==> config.mk <==
export PLATFORM = sky130hd
export DESIGN_NAME = imm_encode
export DESIGN_NICKNAME = d
export VERILOG_FILES = /design/src/rtl/imm_encode.sv
export SDC_FILE = /design/constraint.sdc
export NUM_CORES = 1
export LEC_CHECK = 0
export ABC_CLOCK_PERIOD_IN_PS = 4700
export CORE_MARGIN = 3
export CORE_UTILIZATION = 25
export CTS_BUF_LIST = sky130_fd_sc_hd__clkbuf_16
export CTS_CLUSTER_DIAMETER = 150
export CTS_CLUSTER_SIZE = 25
export DETAILED_ROUTE_END_ITERATION = 10
export DONT_BUFFER_PORTS = 1
export GPL_TIMING_DRIVEN = 0
export PLACE_DENSITY_LB_ADDON = 0.08
export SLEW_MARGIN = 5
export SYNTH_ARGS = -nofsm -noshare
export SYNTH_HDL_FRONTEND = slang
export SYNTH_SLANG_ARGS = --single-unit
==> constraint.sdc <==
create_clock -name clk -period 4.7 [get_ports clk]
set_input_delay 0.47 -clock clk [delete_from_list [all_inputs] [get_ports clk]]
set_output_delay 0.47 -clock clk [all_outputs]
set_load 0.02 [all_outputs]
==> src/rtl/imm_encode.sv <==
// Purpose : inverse immediate extender; turns a 32-bit value + ImmSrc mode into Extend_in[23:0].
// Latency : 1 cycle for modes 01/10/11; mode 00 r+2 (hit at rot r) or MAX_ROT+2 (no hit).
// Backpr. : none queued; start is only sampled in IDLE, ignored while busy.
//
// Ports   : clk, reset_n (async, active-low)
//           start, mode[1:0], value[31:0]        request (mode 00 rot imm8, 01 imm12, 10 branch, 11 rsvd)
//           busy, done (1-cycle pulse)           status
//           valid, field[23:0], rot[3:0]         registered result, held until the next result
// Option  : IMM_ENCODE_FAST_EN checks every rotation in the accepting cycle (mode 00 becomes 1 cycle).
module imm_encode #(
    parameter int MAX_ROT = 15
) (
    input  logic        clk,
    input  logic        reset_n,
    input  logic        start,
    input  logic [1:0]  mode,
    input  logic [31:0] value,
    output logic        busy,
    output logic        done,
    output logic        valid,
    output logic [23:0] field,
    output logic [3:0]  rot
);

    typedef enum logic [1:0] {
        S_IDLE   = 2'd0,
        S_SEARCH = 2'd1,
        S_DONE   = 2'd2
    } state_t;

    state_t state_q, state_d;

    logic        accept;
    logic        dir_valid;
    logic [23:0] dir_field;

    assign accept = (state_q == S_IDLE) && start;

    // Rotate left by twice the rotation index; a shift by 32 yields zero, so r=0 is a plain copy.
    function automatic logic [31:0] rotl2(input logic [31:0] v, input logic [3:0] r);
        logic [4:0] sh;
        sh = {r, 1'b0};
        return (v << sh) | (v >> (6'd32 - {1'b0, sh}));
    endfunction

    // Modes that need no search are resolved straight from the request inputs.
    always_comb begin
        dir_valid = 1'b0;
        dir_field = '0;
        case (mode)
            2'b01: begin
                dir_valid = (value[31:12] == 20'd0);
                dir_field = dir_valid ? {12'd0, value[11:0]} : 24'd0;
            end
            2'b10: begin
                // Word aligned and representable as a 26-bit signed byte offset.
                dir_valid = (value[1:0] == 2'b00) && (value[31:25] == {7{value[25]}});
                dir_field = dir_valid ? value[25:2] : 24'd0;
            end
            default: begin
                dir_valid = 1'b0;
                dir_field = '0;
            end
        endcase
    end

`ifdef IMM_ENCODE_FAST_EN
    localparam logic [3:0] LAST_ROT = 4'(MAX_ROT);

    logic       fast_hit;
    logic [3:0] fast_rot;
    logic [7:0] fast_lo;

    // Walk from the top down so the lowest matching rotation is the one left standing.
    always_comb begin
        logic [31:0] tmp;
        tmp      = '0;
        fast_hit = 1'b0;
        fast_rot = '0;
        fast_lo  = '0;
        for (int r = 15; r >= 0; r--) begin
            tmp = rotl2(value, 4'(r));
            if ((4'(r) <= LAST_ROT) && (tmp[31:8] == 24'd0)) begin
                fast_hit = 1'b1;
                fast_rot = 4'(r);
                fast_lo  = tmp[7:0];
            end
        end
    end
`else
    localparam logic [3:0] LAST_ROT = 4'(MAX_ROT);

    logic [31:0] val_q;
    logic [3:0]  cnt_q;
    logic [31:0] srch_t;
    logic        srch_hit;
    logic        srch_last;

    assign srch_t    = rotl2(val_q, cnt_q);
    assign srch_hit  = (srch_t[31:8] == 24'd0);
    assign srch_last = (cnt_q == LAST_ROT);
`endif

    // State register
    always_ff @(posedge clk or negedge reset_n) begin
        if (!reset_n) begin
            state_q <= S_IDLE;
        end else begin
            state_q <= state_d;
        end
    end

    // Next-state logic
    always_comb begin
        state_d = state_q;
        case (state_q)
            S_IDLE: begin
                if (start) begin
`ifdef IMM_ENCODE_FAST_EN
                    state_d = S_DONE;
`else
                    state_d = (mode == 2'b00) ? S_SEARCH : S_DONE;
`endif
                end
            end
            S_SEARCH: begin
`ifndef IMM_ENCODE_FAST_EN
                if (srch_hit || srch_last) begin
                    state_d = S_DONE;
                end
`else
                state_d = S_IDLE;
`endif
            end
            S_DONE:  state_d = S_IDLE;
            default: state_d = S_IDLE;
        endcase
    end

    // Status outputs
    always_comb begin
        busy = (state_q != S_IDLE);
        done = (state_q == S_DONE);
    end

    // Result registers only move on the edge that enters DONE.
    always_ff @(posedge clk or negedge reset_n) begin
        if (!reset_n) begin
            valid <= 1'b0;
            field <= '0;
            rot   <= '0;
`ifndef IMM_ENCODE_FAST_EN
            val_q <= '0;
            cnt_q <= '0;
`endif
        end else if (accept) begin
            if (mode != 2'b00) begin
                valid <= dir_valid;
                field <= dir_field;
                rot   <= '0;
            end else begin
`ifdef IMM_ENCODE_FAST_EN
                valid <= fast_hit;
                field <= fast_hit ? {12'd0, fast_rot, fast_lo} : 24'd0;
                rot   <= fast_hit ? fast_rot : 4'd0;
`endif
            end
`ifndef IMM_ENCODE_FAST_EN
            val_q <= value;
            cnt_q <= '0;
`endif
        end
`ifndef IMM_ENCODE_FAST_EN
        else if (state_q == S_SEARCH) begin
            if (srch_hit) begin
                valid <= 1'b1;
                rot   <= cnt_q;
                field <= {12'd0, cnt_q, srch_t[7:0]};
            end else if (srch_last) begin
                valid <= 1'b0;
                field <= '0;
                rot   <= '0;
            end else begin
                cnt_q <= cnt_q + 4'd1;
            end
        end
`endif
    end

endmodule

==> out/metrics.cfg <==
[die]
die_area_mm2=0.0221
core_mm2=0.0197
row_count=51
die_h_um=149
ios=68
start_util_pct=25.8
die_w_um=149

[critical_path]
r2r-end=valid
cpMostUsedCell=nor2_1
worstSetupEndpointType=register
crit_chain=clkbuf_4 > inv_1 > ha_1 > buf_2 > clkbuf_2 > nor2_1 > a22oi_1 > nor2_1 > a311oi_1 > a211oi_2 > nand4_1 > clkbuf_1 > o21ai_0 > mux2_2
r2r_start=cnt_q[1]
max_stage_delay_ns=0.49
critical_path_arrival_ns=4.53
regToRegSetupSlack_ns=0.39
crit_slowest_cell=a311oi_1
path_delay_family=buffers and inverters
rr_worst_depth=14
worstSetupPathType=register to register
cp.depth=14
critPathLaunchType=register
crit_buf_inv=5
cp.required_ns=4.92
crit_fanout=19

[yosys]
async_reset_ff_share_pct=100
yosysTopAreaCell=dfrtp_1
synth.cell_area_mm2=0.00509
synth-simple-area-share_pct=21.4
syn_avg_cell_area_um2=8.72
yosysUniqueCellTypes=61
yosys.area_share.xor_xnor_pct=0.344
ys.flop_type=dfrtp_1
synth_cells=584
synth_compound_area_share_pct=14.6
synth_top_family_by_area=multiplexers
synth_area_leaders=dfrtp_1 (33%), mux4_2 (9.7%), nand2_1 (8.9%), mux2i_1 (8.7%), mux2_2 (3.5%)
synth_edf_count=0
synth-seq-cells=67
synthAdderAreaFrac_pct=1.23
synthMuxAreaShare_pct=23.3
yosysSeqAreaShare_pct=32.9
syn-num-nets=626
ys_warn_count=0
synth_top_area_share_pct=32.9

[sta]
tightest_slew_ns=0.927
setup_viol=0
slew-limit-headroom_pct=37.6
fin_setup_tns_ns=0
fin_crit_ns=4.31
fmax_mhz=232
min_period_over_period_pct=91.6
hold_slack_ns=-0.00999
finalClockSkew_ns=0.00818
setup_ws_ns=0.393
rsz0062_at_grt=no
hold_violations=4
slew_violations=0

[clocking]
h-tree-depth=3
cts_made_buffers=9
cts.sinks=67
clock_latency_ns=0.34
ctsRootBufferMaster=clkbuf_16
cts_tree=done
path_clk_slew_ns=0.06
clk_path_buf_depth=2

[global_route]
met1_usage_pct=24.2
grt_max_degree=68
overflow=0
grt_pass1_vias=4701
antenna_found_initial=0
top_usage_layer=met2
grt_use_met3_pct=3.81
grt_pass1_wl_um=30000
grt_use_total_pct=17.9
use_met2_pct=28.8

[routing]
vias=4581
avgRoutedWirePerCell_um=22.6
drt_pass1_iterations=5
viasPerCell=5.30
ant_nets=0
wl_um=19500
drt_iter0_markers=456
drc_errors=0

[power_and_ir_drop]
p_total_mw=4.36
p_leak_nw=2.33
vdd_drop_max_v=0.000242
p_per_area_mw_per_mm2=758

[hold_path]
hold_path_class=primary input to asynchronous set/reset pin

[layout]
drive_gt1_share_pct=13.0
fillCellCount=2095
multi_input_area_mm2=0.00309
final_area_mm2=0.00575
regArea_mm2=0.00168
diodes=0
fin_nets=636
syn_to_final_growth_pct=12.9

[place]
postPlaceCellArea_mm2=0.00542
io_buffers=0
place_hpwl_um=14700
dp_worst_setup_slack_ns=-0.324
gp_congestion=0.899

[run_status]
status=finished with violations
violations=hold timing

[flow_run]
drv_cap=0

logic make-up after synthesis:
logic type | Yosys count
buffers and inverters | 75
AND/OR/NAND/NOR | 241
XOR/XNOR | 2
adder cells (fa/ha/maj) | 5
flip-flops | 67
AO/OA/AOI/OAI | 106
multiplexers | 88
cell type report:
type	instances	share of cell area [%]
flip-flops and latches	67	29.2
multi-input cells	442	53.8
well taps	265	5.77
repair buffers	1	0.479
clock buffers	9	3.92
clock inverters	7	1.31
inverters	23	1.50
plain buffers	50	4.07
registers in the layout (all words and copies together) (netlist names):
name	flops
val_q	32
field	24
cnt_q	4
valid	1
rot	4
state_q	2
routing by layer:
layer | up-vias | share of wire [%] | wire length, um
met2 | 129 | 47 | 9220
met3 | 24 | 5.2 | 1010
met5 | - | 0 | 0
met1 | 2291 | 45 | 8860
li1 | 2137 | - | -
met4 | 0 | 2.3 | 441
power breakdown:
group	internal (mW)	leakage [nW]	total (mW)	switching [mW]
Combinational	1.06	1.31	2.71	1.66
Clock	0.413	0.140	0.687	0.273
Sequential	0.725	0.881	0.961	0.236
Yosys cell counts (all sizes together) (4+ instances only):
library cell / number
a21boi: 4
a21oi: 17
a22oi: 17
a32oi: 4
and3: 4
buf: 18
clkbuf: 33
dfrtp: 67
ha: 5
inv: 23
mux2: 22
mux2i: 44
mux4: 22
nand2: 121
nand2b: 5
nand3: 11
nor2: 42
nor2b: 5
nor3: 18
nor3b: 4
nor4: 16
o21ai: 16
o22ai: 16
o31ai: 5
o32ai: 4
layout by cell type, fill, tap and decap left out, types with 3 or more instances in the layout:
cell type / instances
a21boi_0: 3
a21oi_1: 17
a22oi_1: 17
a32oi_1: 3
and2_1: 3
and3_1: 4
buf_2: 9
buf_4: 4
clkbuf_1: 31
clkbuf_16: 9
dfrtp_1: 67
ha_1: 5
inv_1: 22
mux2_1: 6
mux2_2: 16
mux2i_1: 44
mux4_2: 22
nand2_1: 121
nand2b_1: 5
nand3_1: 10
nand3b_1: 3
nand4_1: 3
nor2_1: 42
nor2b_1: 5
nor3_1: 18
nor3b_1: 4
nor4_1: 16
o21ai_0: 14
o221ai_1: 3
o22ai_1: 16
o31ai_1: 5
o32ai_1: 4
timing repair:
item / 4_1_cts / 5_1_grt
endpoints found under the setup margin: 29 / 18
hold buffers: 1 / 0
buffers inserted: 0 / 0
gates resized for setup: 4 / 1
endpoints found under the hold margin: 67 / 0
worst max path at each step:
stage | from | end | slack (ns)
floorplan | cnt_q[1] | field[4] | 0.93
global placement | cnt_q[1] | field[1] | -0.34
detailed placement | cnt_q[1] | field[1] | -0.32
CTS | cnt_q[0] | field[5] | 0.15
global route | cnt_q[0] | field[4] | 0.08
finish | cnt_q[1] | valid | 0.39
per-stage QoR:
stage	util, %	std cells
6_report	29.2	864
5_1_grt	29.2	864
4_1_cts	29.2	865
3_5_place_dp	27.5	849
3_3_place_gp	27.5	849
2_1_floorplan	-	584
Note: power is estimated with default switching activity, not from simulation.
